==> config.mk <==
export PLATFORM = sky130hd
export DESIGN_NAME = traffic_conflict_monitor_flat
export DESIGN_NICKNAME = d
export VERILOG_FILES = /design/src/rtl/traffic_conflict_monitor_if.sv /design/src/rtl/traffic_conflict_monitor.sv /design/src/flat_wrapper.sv
export SDC_FILE = /design/constraint.sdc
export NUM_CORES = 1
export LEC_CHECK = 0
export BUFFER_PORTS_ARGS = -buffer_cell sky130_fd_sc_hd__clkbuf_2
export CAP_MARGIN = 20
export CORE_ASPECT_RATIO = 1.75
export CORE_MARGIN = 8
export CORE_UTILIZATION = 45
export DETAILED_ROUTE_END_ITERATION = 7
export SLEW_MARGIN = 20
export SYNTH_ARGS = -nofsm -noshare
export SYNTH_HDL_FRONTEND = slang
export SYNTH_SLANG_ARGS = --single-unit
==> constraint.sdc <==
create_clock -name clk -period 6.3 [get_ports clk]
set_input_delay 0.315 -clock clk [delete_from_list [all_inputs] [get_ports clk]]
set_output_delay 0.315 -clock clk [all_outputs]
set_load 0.005 [all_outputs]
==> src/rtl/traffic_conflict_monitor_if.sv <==
// Lamp-line and status bundle between the intersection controller side
// (master: drives lamps and the supervisor clear, reads monitor status)
// and the conflict monitor (slave: observes lamps, reports faults).
//   ns_red/ns_yellow/ns_green, ew_red/ew_yellow/ew_green : lamp lines
//   fault_clr    : supervisor clear request, level
//   fault        : latched fault flag
//   fault_code   : first fault cause (0 none,1 conflict,2 lamp,3 sequence,
//                  4 short yellow,5 short green)
//   flash_red    : flashing-red override request
//   ns_phase_cnt : completed legal NS R->G entries, wraps
`timescale 1ns/1ps
interface traffic_conflict_monitor_if;
  logic       ns_red;
  logic       ns_yellow;
  logic       ns_green;
  logic       ew_red;
  logic       ew_yellow;
  logic       ew_green;
  logic       fault_clr;
  logic       fault;
  logic [2:0] fault_code;
  logic       flash_red;
  logic [7:0] ns_phase_cnt;

  modport master (
    output ns_red, ns_yellow, ns_green, ew_red, ew_yellow, ew_green, fault_clr,
    input  fault, fault_code, flash_red, ns_phase_cnt
  );

  modport slave (
    input  ns_red, ns_yellow, ns_green, ew_red, ew_yellow, ew_green, fault_clr,
    output fault, fault_code, flash_red, ns_phase_cnt
  );
endinterface

==> src/rtl/traffic_conflict_monitor.sv <==
// Independent safety monitor for the six intersection lamp lines.
// Registers the lamps and the clear request, decodes each approach,
// checks conflict / invalid pattern / sequencing / dwell, latches the
// first fault with its cause and requests flashing red until a
// supervised clear with both approaches showing red.
// Ports:
//   clk  : system clock, rising edge
//   rst  : asynchronous active-high reset
//   bus  : traffic_conflict_monitor_if.slave (lamps, fault_clr in;
//          fault, fault_code, flash_red, ns_phase_cnt out)
`timescale 1ns/1ps
module traffic_conflict_monitor #(
  parameter int unsigned MIN_GREEN  = 8,
  parameter int unsigned MIN_YELLOW = 4,
  parameter int unsigned LAMP_TOL   = 3,
  parameter int unsigned FLASH_HALF = 2,
  parameter int unsigned CNT_W      = 6
) (
  input logic                      clk,
  input logic                      rst,
  traffic_conflict_monitor_if.slave bus
);

  localparam int unsigned FLASH_W = (FLASH_HALF > 1) ? $clog2(FLASH_HALF) : 1;

  localparam logic [2:0] CODE_NONE      = 3'd0;
  localparam logic [2:0] CODE_CONFLICT  = 3'd1;
  localparam logic [2:0] CODE_LAMP      = 3'd2;
  localparam logic [2:0] CODE_SEQ       = 3'd3;
  localparam logic [2:0] CODE_SHORT_YEL = 3'd4;
  localparam logic [2:0] CODE_SHORT_GRN = 3'd5;

  typedef enum logic [1:0] {LAMP_RED, LAMP_YEL, LAMP_GRN, LAMP_BAD} lamp_e;
  typedef enum logic {MON_OK, MON_FAULT} mon_state_e;

  // Lamp vectors are packed {red, yellow, green}.
  function automatic lamp_e decode(input logic [2:0] l);
    lamp_e d;
    case (l)
      3'b100:  d = LAMP_RED;
      3'b010:  d = LAMP_YEL;
      3'b001:  d = LAMP_GRN;
      default: d = LAMP_BAD;
    endcase
    return d;
  endfunction

  function automatic logic [CNT_W-1:0] sat_inc(input logic [CNT_W-1:0] v);
    return (v == '1) ? v : v + 1'b1;
  endfunction

  function automatic logic [2:0] trans_code(input lamp_e prev, input lamp_e cur,
                                            input logic [CNT_W-1:0] dwell);
    logic [2:0] code;
    code = CODE_NONE;
    if (cur != LAMP_BAD && cur != prev) begin
      case (prev)
        LAMP_RED: if (cur != LAMP_GRN) code = CODE_SEQ;
        LAMP_GRN: begin
          if (cur != LAMP_YEL)                    code = CODE_SEQ;
          else if (dwell < CNT_W'(MIN_GREEN))     code = CODE_SHORT_GRN;
        end
        LAMP_YEL: begin
          if (cur != LAMP_RED)                    code = CODE_SEQ;
          else if (dwell < CNT_W'(MIN_YELLOW))    code = CODE_SHORT_YEL;
        end
        default: code = CODE_NONE;
      endcase
    end
    return code;
  endfunction

  // Input stage
  logic [2:0] ns_lamps_q, ew_lamps_q;
  logic       clr_q;

  always_ff @(posedge clk or posedge rst) begin
    if (rst) begin
      ns_lamps_q <= '0;
      ew_lamps_q <= '0;
      clr_q      <= 1'b0;
    end else begin
      ns_lamps_q <= {bus.ns_red, bus.ns_yellow, bus.ns_green};
      ew_lamps_q <= {bus.ew_red, bus.ew_yellow, bus.ew_green};
      clr_q      <= bus.fault_clr;
    end
  end

  // Per-approach tracking state
  lamp_e            ns_prev, ew_prev;
  logic [CNT_W-1:0] ns_dwell, ew_dwell;
  logic [CNT_W-1:0] ns_bad, ew_bad;
  logic [7:0]       phase_q;
  logic [2:0]       code_q;
  logic             flash_q;
  logic [FLASH_W-1:0] flash_cnt;

  mon_state_e state, state_nxt;

  lamp_e            ns_cur, ew_cur;
  logic [CNT_W-1:0] ns_bad_nxt, ew_bad_nxt;
  logic [2:0]       ns_tc, ew_tc, seq_code, det_code;
  logic             conflict_det, lamp_det, clr_ok;
  logic             fault_set, fault_clear, track_en;

  always_comb begin
    ns_cur     = decode(ns_lamps_q);
    ew_cur     = decode(ew_lamps_q);
    ns_bad_nxt = (ns_cur == LAMP_BAD) ? sat_inc(ns_bad) : '0;
    ew_bad_nxt = (ew_cur == LAMP_BAD) ? sat_inc(ew_bad) : '0;
    lamp_det   = (ns_cur == LAMP_BAD && ns_bad_nxt >= CNT_W'(LAMP_TOL)) ||
                 (ew_cur == LAMP_BAD && ew_bad_nxt >= CNT_W'(LAMP_TOL));
    conflict_det = (ns_cur inside {LAMP_YEL, LAMP_GRN}) &&
                   (ew_cur inside {LAMP_YEL, LAMP_GRN});
    ns_tc = trans_code(ns_prev, ns_cur, ns_dwell);
    ew_tc = trans_code(ew_prev, ew_cur, ew_dwell);
    // Lowest non-zero sequence/dwell code of the two approaches.
    seq_code = ns_tc;
    if (ew_tc != CODE_NONE && (ns_tc == CODE_NONE || ew_tc < ns_tc))
      seq_code = ew_tc;
    clr_ok = clr_q && ns_cur == LAMP_RED && ew_cur == LAMP_RED;
  end

  // Sequence checks compare against tracking frozen at fault time; in a
  // clear cycle that history is stale (e.g. frozen GRN now showing RED)
  // and would re-fault forever, so only conflict/lamp checks count there.
  always_comb begin
    det_code = CODE_NONE;
    if (conflict_det)          det_code = CODE_CONFLICT;
    else if (lamp_det)         det_code = CODE_LAMP;
    else if (state == MON_OK)  det_code = seq_code;
  end

  // Fault FSM: state register
  always_ff @(posedge clk or posedge rst) begin
    if (rst) state <= MON_OK;
    else     state <= state_nxt;
  end

  // Fault FSM: next state
  always_comb begin
    state_nxt = state;
    case (state)
      MON_OK:    if (det_code != CODE_NONE) state_nxt = MON_FAULT;
      MON_FAULT: if (clr_ok && det_code == CODE_NONE) state_nxt = MON_OK;
      default:   state_nxt = MON_OK;
    endcase
  end

  // Fault FSM: outputs and control strobes
  always_comb begin
    bus.fault   = (state == MON_FAULT);
    track_en    = (state == MON_OK);
    fault_set   = (det_code != CODE_NONE) && (state == MON_OK || clr_ok);
    fault_clear = (state == MON_FAULT) && clr_ok && det_code == CODE_NONE;
  end

  always_ff @(posedge clk or posedge rst) begin
    if (rst) begin
      code_q    <= CODE_NONE;
      flash_q   <= 1'b0;
      flash_cnt <= '0;
    end else if (fault_set) begin
      code_q    <= det_code;
      flash_q   <= 1'b1;
      flash_cnt <= '0;
    end else if (state == MON_FAULT && !fault_clear) begin
      if (flash_cnt == FLASH_W'(FLASH_HALF - 1)) begin
        flash_q   <= ~flash_q;
        flash_cnt <= '0;
      end else begin
        flash_cnt <= flash_cnt + 1'b1;
      end
    end else begin
      code_q    <= CODE_NONE;
      flash_q   <= 1'b0;
      flash_cnt <= '0;
    end
  end

  always_ff @(posedge clk or posedge rst) begin
    if (rst) begin
      ns_prev  <= LAMP_RED;
      ew_prev  <= LAMP_RED;
      ns_dwell <= '0;
      ew_dwell <= '0;
      ns_bad   <= '0;
      ew_bad   <= '0;
      phase_q  <= '0;
    end else begin
      ns_bad <= ns_bad_nxt;
      ew_bad <= ew_bad_nxt;
      if (fault_clear) begin
        ns_prev  <= LAMP_RED;
        ew_prev  <= LAMP_RED;
        ns_dwell <= '0;
        ew_dwell <= '0;
      end else if (track_en) begin
        if (ns_cur != LAMP_BAD) begin
          if (ns_cur == ns_prev) begin
            ns_dwell <= sat_inc(ns_dwell);
          end else begin
            ns_prev  <= ns_cur;
            ns_dwell <= CNT_W'(1);
          end
        end
        if (ew_cur != LAMP_BAD) begin
          if (ew_cur == ew_prev) begin
            ew_dwell <= sat_inc(ew_dwell);
          end else begin
            ew_prev  <= ew_cur;
            ew_dwell <= CNT_W'(1);
          end
        end
        if (ns_prev == LAMP_RED && ns_cur == LAMP_GRN)
          phase_q <= phase_q + 8'd1;
      end
    end
  end

  assign bus.fault_code   = code_q;
  assign bus.flash_red    = flash_q;
  assign bus.ns_phase_cnt = phase_q;

endmodule

==> src/flat_wrapper.sv <==
// flat-port wrapper written by rule: the top's interface ports become plain ports
module traffic_conflict_monitor_flat 
#(
  parameter int unsigned MIN_GREEN  = 8,
  parameter int unsigned MIN_YELLOW = 4,
  parameter int unsigned LAMP_TOL   = 3,
  parameter int unsigned FLASH_HALF = 2,
  parameter int unsigned CNT_W      = 6
)
  (clk, rst, bus_ns_red, bus_ns_yellow, bus_ns_green, bus_ew_red, bus_ew_yellow, bus_ew_green, bus_fault_clr, bus_fault, bus_fault_code, bus_flash_red, bus_ns_phase_cnt);
  traffic_conflict_monitor_if bus_i ();
  input logic clk;
  input logic rst;
  input wire logic [$bits(bus_i.ns_red)-1:0] bus_ns_red;
  input wire logic [$bits(bus_i.ns_yellow)-1:0] bus_ns_yellow;
  input wire logic [$bits(bus_i.ns_green)-1:0] bus_ns_green;
  input wire logic [$bits(bus_i.ew_red)-1:0] bus_ew_red;
  input wire logic [$bits(bus_i.ew_yellow)-1:0] bus_ew_yellow;
  input wire logic [$bits(bus_i.ew_green)-1:0] bus_ew_green;
  input wire logic [$bits(bus_i.fault_clr)-1:0] bus_fault_clr;
  output wire logic [$bits(bus_i.fault)-1:0] bus_fault;
  output wire logic [$bits(bus_i.fault_code)-1:0] bus_fault_code;
  output wire logic [$bits(bus_i.flash_red)-1:0] bus_flash_red;
  output wire logic [$bits(bus_i.ns_phase_cnt)-1:0] bus_ns_phase_cnt;
  assign bus_i.ns_red = bus_ns_red;
  assign bus_i.ns_yellow = bus_ns_yellow;
  assign bus_i.ns_green = bus_ns_green;
  assign bus_i.ew_red = bus_ew_red;
  assign bus_i.ew_yellow = bus_ew_yellow;
  assign bus_i.ew_green = bus_ew_green;
  assign bus_i.fault_clr = bus_fault_clr;
  assign bus_fault = bus_i.fault;
  assign bus_fault_code = bus_i.fault_code;
  assign bus_flash_red = bus_i.flash_red;
  assign bus_ns_phase_cnt = bus_i.ns_phase_cnt;
  traffic_conflict_monitor #(.MIN_GREEN(MIN_GREEN), .MIN_YELLOW(MIN_YELLOW), .LAMP_TOL(LAMP_TOL), .FLASH_HALF(FLASH_HALF), .CNT_W(CNT_W)) u_core (.clk(clk), .rst(rst), .bus(bus_i));
endmodule
# Yosys cells after proc, flatten, opt, wreduce, memory -nomap -nowiden
# Cells that the tools add are included.
[classes]
n_eq_ne = 37
n_mux = 53
order_cmp = 7
add_sub_neg = 6
reduce_logical = 37
n_bitwise = 3
[ops]
columns = ["cell", "count"]
rows = [
  ["$mux 6", 14],
  ["$mux 3", 16],
  ["$add 6x1->6 const B", 4],
  ["$eq 6x6->1 const B", 4],
  ["$mux 2", 10],
  ["$pmux 3 s3", 2],
  ["$reduce_and 3->1", 5],
  ["$logic_and 1x1->1", 14],
  ["$eq 2x2->1 const B", 6],
  ["$ge 6x2->1 const B", 2],
  ["$lt 6x3->1 const B", 2],
  ["$lt 6x4->1 const B", 2],
  ["$pmux 2 s3", 2],
  ["$reduce_bool 2->1", 6],
  ["$ne 2x1->1 const B", 5],
  ["$ne 2x2->1 const B", 5],
  ["$add 8x1->8 const B", 1],
  ["$eq 2x1->1 const B", 4],
  ["$logic_not 2->1", 4],
  ["$mux 1", 8],
  ["$eq 3x1->1 const B", 2],
  ["$eq 3x2->1 const B", 2],
  ["$eq 3x3->1 const B", 2],
  ["$logic_not 3->1", 2],
  ["11 further kinds", 19],
]
[word_totals]
wordCells = 157
output_inout_bits = 13
reg_bits = 49
inputBits = 9

# Depth between registers and ports, before layout
[logic_depth]
word_depth = 19
mapped_depth = 16
ltp_nobuf = 14

# Least setup slack after synthesis
# Ideal clock, no wire load.
[synth_path]
path_type = "reg-to-reg"
from = "reg u_core.ew_lamps_q[2]"
to = "reg u_core.code_q[1], in the netlist u_core.bus.fault_code[1]"
setup_ps = 82
stages_incl_launch_ff = 16
required_time_ps = 6218
n_path_buf = 2
period_less_slack_ps = 3128
t_arrival_ps = 3046
setup_slack_ps = 3172
cell_sequence = "dfrtp_1 > buf_2 > nor2_1 > and2_1 > inv_1 > ha_1 > clkbuf_1 > o21ai_0 > nand4_1 > nor3_2 > ha_1 > a21oi_1 > a221oi_2 > nand2b_1 > a221o_1 > a31oi_1"
[synth_via]
elab_chain_len = 18
elab_cells_between_ends = 44
cone_classes = "order compare: 2; eq/ne: 11; mux: 12; reduce/logical: 19"
[synth_rtl]
columns = ["item", "line_no", "source"]
rows = [
  ["start, declared", "traffic_conflict_monitor.sv:74", "logic [2:0] ns_lamps_q, ew_lamps_q;"],
  ["start signal, assigned", "traffic_conflict_monitor.sv:84", "ew_lamps_q <= {bus.ew_red, bus.ew_yellow, bus.ew_green};"],
  ["$eq 3x1->1, or another cell as far along", "traffic_conflict_monitor.sv:39", "case (l)"],
  ["$pmux 2 s3 *", "traffic_conflict_monitor.sv:39", ""],
  ["$ne 2x1->1, or another cell as far along", "traffic_conflict_monitor.sv:60", "if (cur != LAMP_YEL) code = CODE_SEQ;"],
  ["$mux 3, or another cell as far along", "traffic_conflict_monitor.sv:60", ""],
  ["$pmux 3 s3", "traffic_conflict_monitor.sv:57", "case (prev)"],
  ["$mux 3", "traffic_conflict_monitor.sv:56", "if (cur != LAMP_BAD && cur != prev) begin"],
  ["$lt 3x3->1", "traffic_conflict_monitor.sv:119", "if (ew_tc != CODE_NONE && (ns_tc == CODE_NONE || ew_tc < ns_tc))"],
  ["$logic_or 1x1->1", "traffic_conflict_monitor.sv:119", ""],
  ["[2 not listed]", "-", ""],
  ["$mux 3", "traffic_conflict_monitor.sv:131", "else if (state == MON_OK) det_code = seq_code;"],
  ["$mux 3", "traffic_conflict_monitor.sv:130", "else if (lamp_det) det_code = CODE_LAMP;"],
  ["$mux 3", "traffic_conflict_monitor.sv:129", "if (conflict_det) det_code = CODE_CONFLICT;"],
  ["$logic_not 3->1", "traffic_conflict_monitor.sv:155", "fault_clear = (state == MON_FAULT) && clr_ok && det_code == CODE_NONE;"],
  ["$logic_and 1x1->1", "traffic_conflict_monitor.sv:155", ""],
  ["$logic_not 1->1", "traffic_conflict_monitor.sv:167", "end else if (state == MON_FAULT && !fault_clear) begin"],
  ["$logic_and 1x1->1", "traffic_conflict_monitor.sv:167", ""],
  ["$ne 2x1->1 (no source line)", "-", ""],
  ["end signal, assigned", "traffic_conflict_monitor.sv:164", "code_q <= det_code;"],
  ["end, declared", "traffic_conflict_monitor.sv:94", "logic [2:0] code_q;"],
]
# Mark *: on every way between the ends. The rest lies on a longest branch, timed or not.
# A chain may end at the register's enable or synchronous reset.

# Worst setup path after layout
# Ends and elaborated chain as after synthesis.

==> flow_summary.toml <==
[global_route]
grt_max_degree = 50
gr-usage-all-layers_pct = 14.33
grt_pass1_wl_um = 11560
grt_pass1_vias = 2630
grt-ovfl-total = 0
antenna_found_initial = 0

[cts]
clock_sinks = 49
cts_resized = 0
clkLatencyLatePin_ns = 0.30
htreeDepth = 2
cts.path.max_buffers = 2
cts_hold_buf = 0
numCtsBuffers = 5
root_buffer = "clkbuf_16"
cts_tree = "done"
post-cts-setup-buffers = 0
cts.clk_slew.worst_paths_ns = 0.07

[pwr]
p_per_area_nw_per_um2 = 302.6
internal_power_mw = 0.7081
power.share.combinational_pct = 24.5
sw_frac_of_total_pct = 31.56
power.share.clock_pct = 33.9
vdd_drop_max_mv = 0.1872
power.total_mw = 1.035
p_seq_share_pct = 41.6
p_sw_mw = 0.3265
p_leak_nw = 1.547

[finish]
layout-drive-gt1-share_pct = 12.06
mostFrequentLayoutCell = "dfrtp_1"
diodes = 0
final_nets = 394
final_cell_mix = "dfrtp_1 (49), nor2_1 (46), a21oi_1 (29)"
fin_area_um2 = 3420
area_growth_pct = 11.37
post-route-util_pct = 50.61

[critical_path]
start_kind = "flip-flop"
path_max_fanout = 12
path_class = "flip-flop to flip-flop"
crit_arrival_ns = 3.66
rr_endpoint = "u_core.bus.fault_code[1]"
r2r_cells = 13
critPathRequiredTime_ns = 6.51
cp-startpoint = "u_core.ew_lamps_q[2]"
rr_startpoint = "u_core.ew_lamps_q[2]"
r2r_slack_ns = 2.86
endpoint_kind = "flip-flop"
crit_end = "u_core.bus.fault_code[1]"

[floorplan]
fp.dieH_um = 125.3
io_pins = 22
core_area_um2 = 6756
die-area_um2 = 9826
num_rows = 40
dieWidth_um = 78.44
initial_core_util_pct = 45.44

[sta]
fmax_mhz = 290.4
fin_skew_ns = 0.008551
hold_viol = 0
period_minus_slack_ns = 3.443
final-max-slew-violation-count = 0
grt_setup_unrepaired = "false"
worst_pin_slew_ns = 0.7366
fin_ws_ns = 2.857
timing.final.crit_share_pct = 54.65
setup-tns-final_ns = 0
relSlewSlack_pct = 50.38
setup_viol = 0

[place]
place.gp.congestion = 0.8468
place_ws_ns = 2.863
dpl-instance-area_um2 = 3226
hpwl_um = 4944
portBuffers = 21

[logic_synthesis]
synthFlopType = "dfrtp_1"
async_flop_share_pct = 100.0
synthTopCellsByArea = "dfrtp_1 (40%), nor2_1 (5.6%), ha_1 (5.3%)"
synth_xor_xnor_area_share_pct = 3.993
ys_types = 55
synth-seq-cells = 49
synth_mux_area_share_pct = 2.037
syn_area_per_cell_um2 = 8.601
synth_edf_count = 0
synth_top_area_share_pct = 39.93
synth_nets = 379
synth_area_um2 = 3070
ys.warnings.count = 0
yosysTopAreaCell = "dfrtp_1"
synth-simple-area-share_pct = 26.32
synthAdderAreaFrac_pct = 5.297
synth_compound_area_share_pct = 17.81
synth_top_family_by_area = "simple AND/OR/NAND/NOR gates"
synthCells = 357
ys_seq_area_share_pct = 39.93

[route]
post_drt_via_cell_ratio = 5.665
wl_per_cell_um = 14.79
finalWirelength_um = 6759
drt-initial-drc-count = 179
dr.pass1.iters = 4
num_vias = 2589
postRouteAntennaNets = 0
drc_errors = 0

[job]
maxCapViolations = 0

[status]
status = "finished, final reports clean"

[worst_hold_path]
hold_path.class = "input port to flip-flop"
## registers in the layout, summed over array words and instances (netlist names), 2 cells and up
register,cells
u_core.bus.ns_phase_cnt,8
u_core.ns_dwell,6
u_core.ew_dwell,6
u_core.ns_lamps_q,3
u_core.bus.fault_code,3
u_core.ns_bad,6
u_core.ew_bad,6
u_core.ew_lamps_q,3
u_core.ns_prev,2
u_core.ew_prev,2
## kinds of logic (layout without fill, tap and decap cells)
family | Yosys count | count (layout)
multiplexers | 6 | 6
AO/OA/AOI/OAI | 88 | 88
buffers and inverters | 34 | 50
XOR/XNOR | 14 | 14
flip-flops | 49 | 49
adder cells (fa/ha/maj) | 13 | 13
AND/OR/NAND/NOR | 153 | 153
## worst max-delay path, stage by stage, from the launching register on
cell and delay, ns:
dfrtp_1 0.49, nor2_1 0.12, and2_1 0.18, inv_1 0.07, ha_1 0.30, o21ai_0 0.20
nand4_1 0.24, nor3_2 0.40, ha_1 0.31, a21oi_1 0.30, a221oi_2 0.11, nand2b_1 0.16
a221o_1 0.31, a31oi_1 0.16
## cells in the mapped netlist, types with 2 or more instances
master / instances
o21ai_0: 25
a211oi_1: 3
nor2_1: 46
a21oi_1: 29
or3b_1: 6
o21ai_1: 5
ha_1: 13
mux2_2: 2
nor4_1: 2
a21o_1: 2
and2_1: 6
mux2i_1: 4
nor3b_1: 3
nand2_1: 26
a31oi_1: 5
nor2b_1: 5
or3_1: 7
nor4b_1: 2
nand4_1: 4
nand2b_1: 7
and3_1: 6
clkbuf_1: 6
xor2_1: 6
nand3_1: 14
xnor2_1: 8
buf_2: 8
nand3b_1: 3
o2bb2ai_1: 2
and3b_1: 2
o21bai_1: 2
inv_1: 19
nor3_1: 8
dfrtp_1: 49
## per-layer routing
metal / track usage, % / wire length, µm / share of wire (%) / vias up
li1: - / - / - / 1280
met1: 14.40 / 2708 / 40 / 1249
met2: 26.57 / 3679 / 54 / 48
met3: 3.085 / 216 / 3.2 / 12
met4: 6.806 / 155 / 2.3 / 0
met5: 0 / 0 / 0 / -
## power by group through the flow
stage | clock [mW] | sequential, mW | combinational [mW]
finish | 0.351 | 0.430 | 0.253
global route | 0.370 | 0.439 | 0.289
CTS | 0.358 | 0.431 | 0.257
detailed placement | 0 | 0.436 | 0.256
global placement | 0 | 0.435 | 0.252
floorplan | 0 | 0.407 | 0.213
## metrics by stage
stage / hold slack (ns) / instances
floorplan: 0.3464 / 357
global placement: 0.4255 / 449
detailed placement: 0.4295 / 449
CTS: 0.1234 / 457
global route: 0.1223 / 457
finish: 0.1290 / 457
## worst min-delay path by stage
stage	from	endpoint	slack (ns)	cells past startpoint
floorplan	bus_fault_clr	u_core.clr_q	0.35	0
global placement	bus_ns_red	u_core.ns_lamps_q[2]	0.43	1
CTS	bus_ns_red	u_core.ns_lamps_q[2]	0.12	1
global route	bus_ns_red	u_core.ns_lamps_q[2]	0.12	1
finish	bus_ns_red	u_core.ns_lamps_q[2]	0.13	1
detailed placement	bus_ns_red	u_core.ns_lamps_q[2]	0.43	1
## layout make-up
type                    instances  area [µm²]
multi-input cells             274        1703
clock inverters                 3       68.82
flip-flops and latches         49        1226
repair buffers                 23       120.1
inverters                      19       71.32
fillers                       670        3337
well taps                      84       105.1
clock buffers                   5       125.1
(Power assumes the default switching activity.)
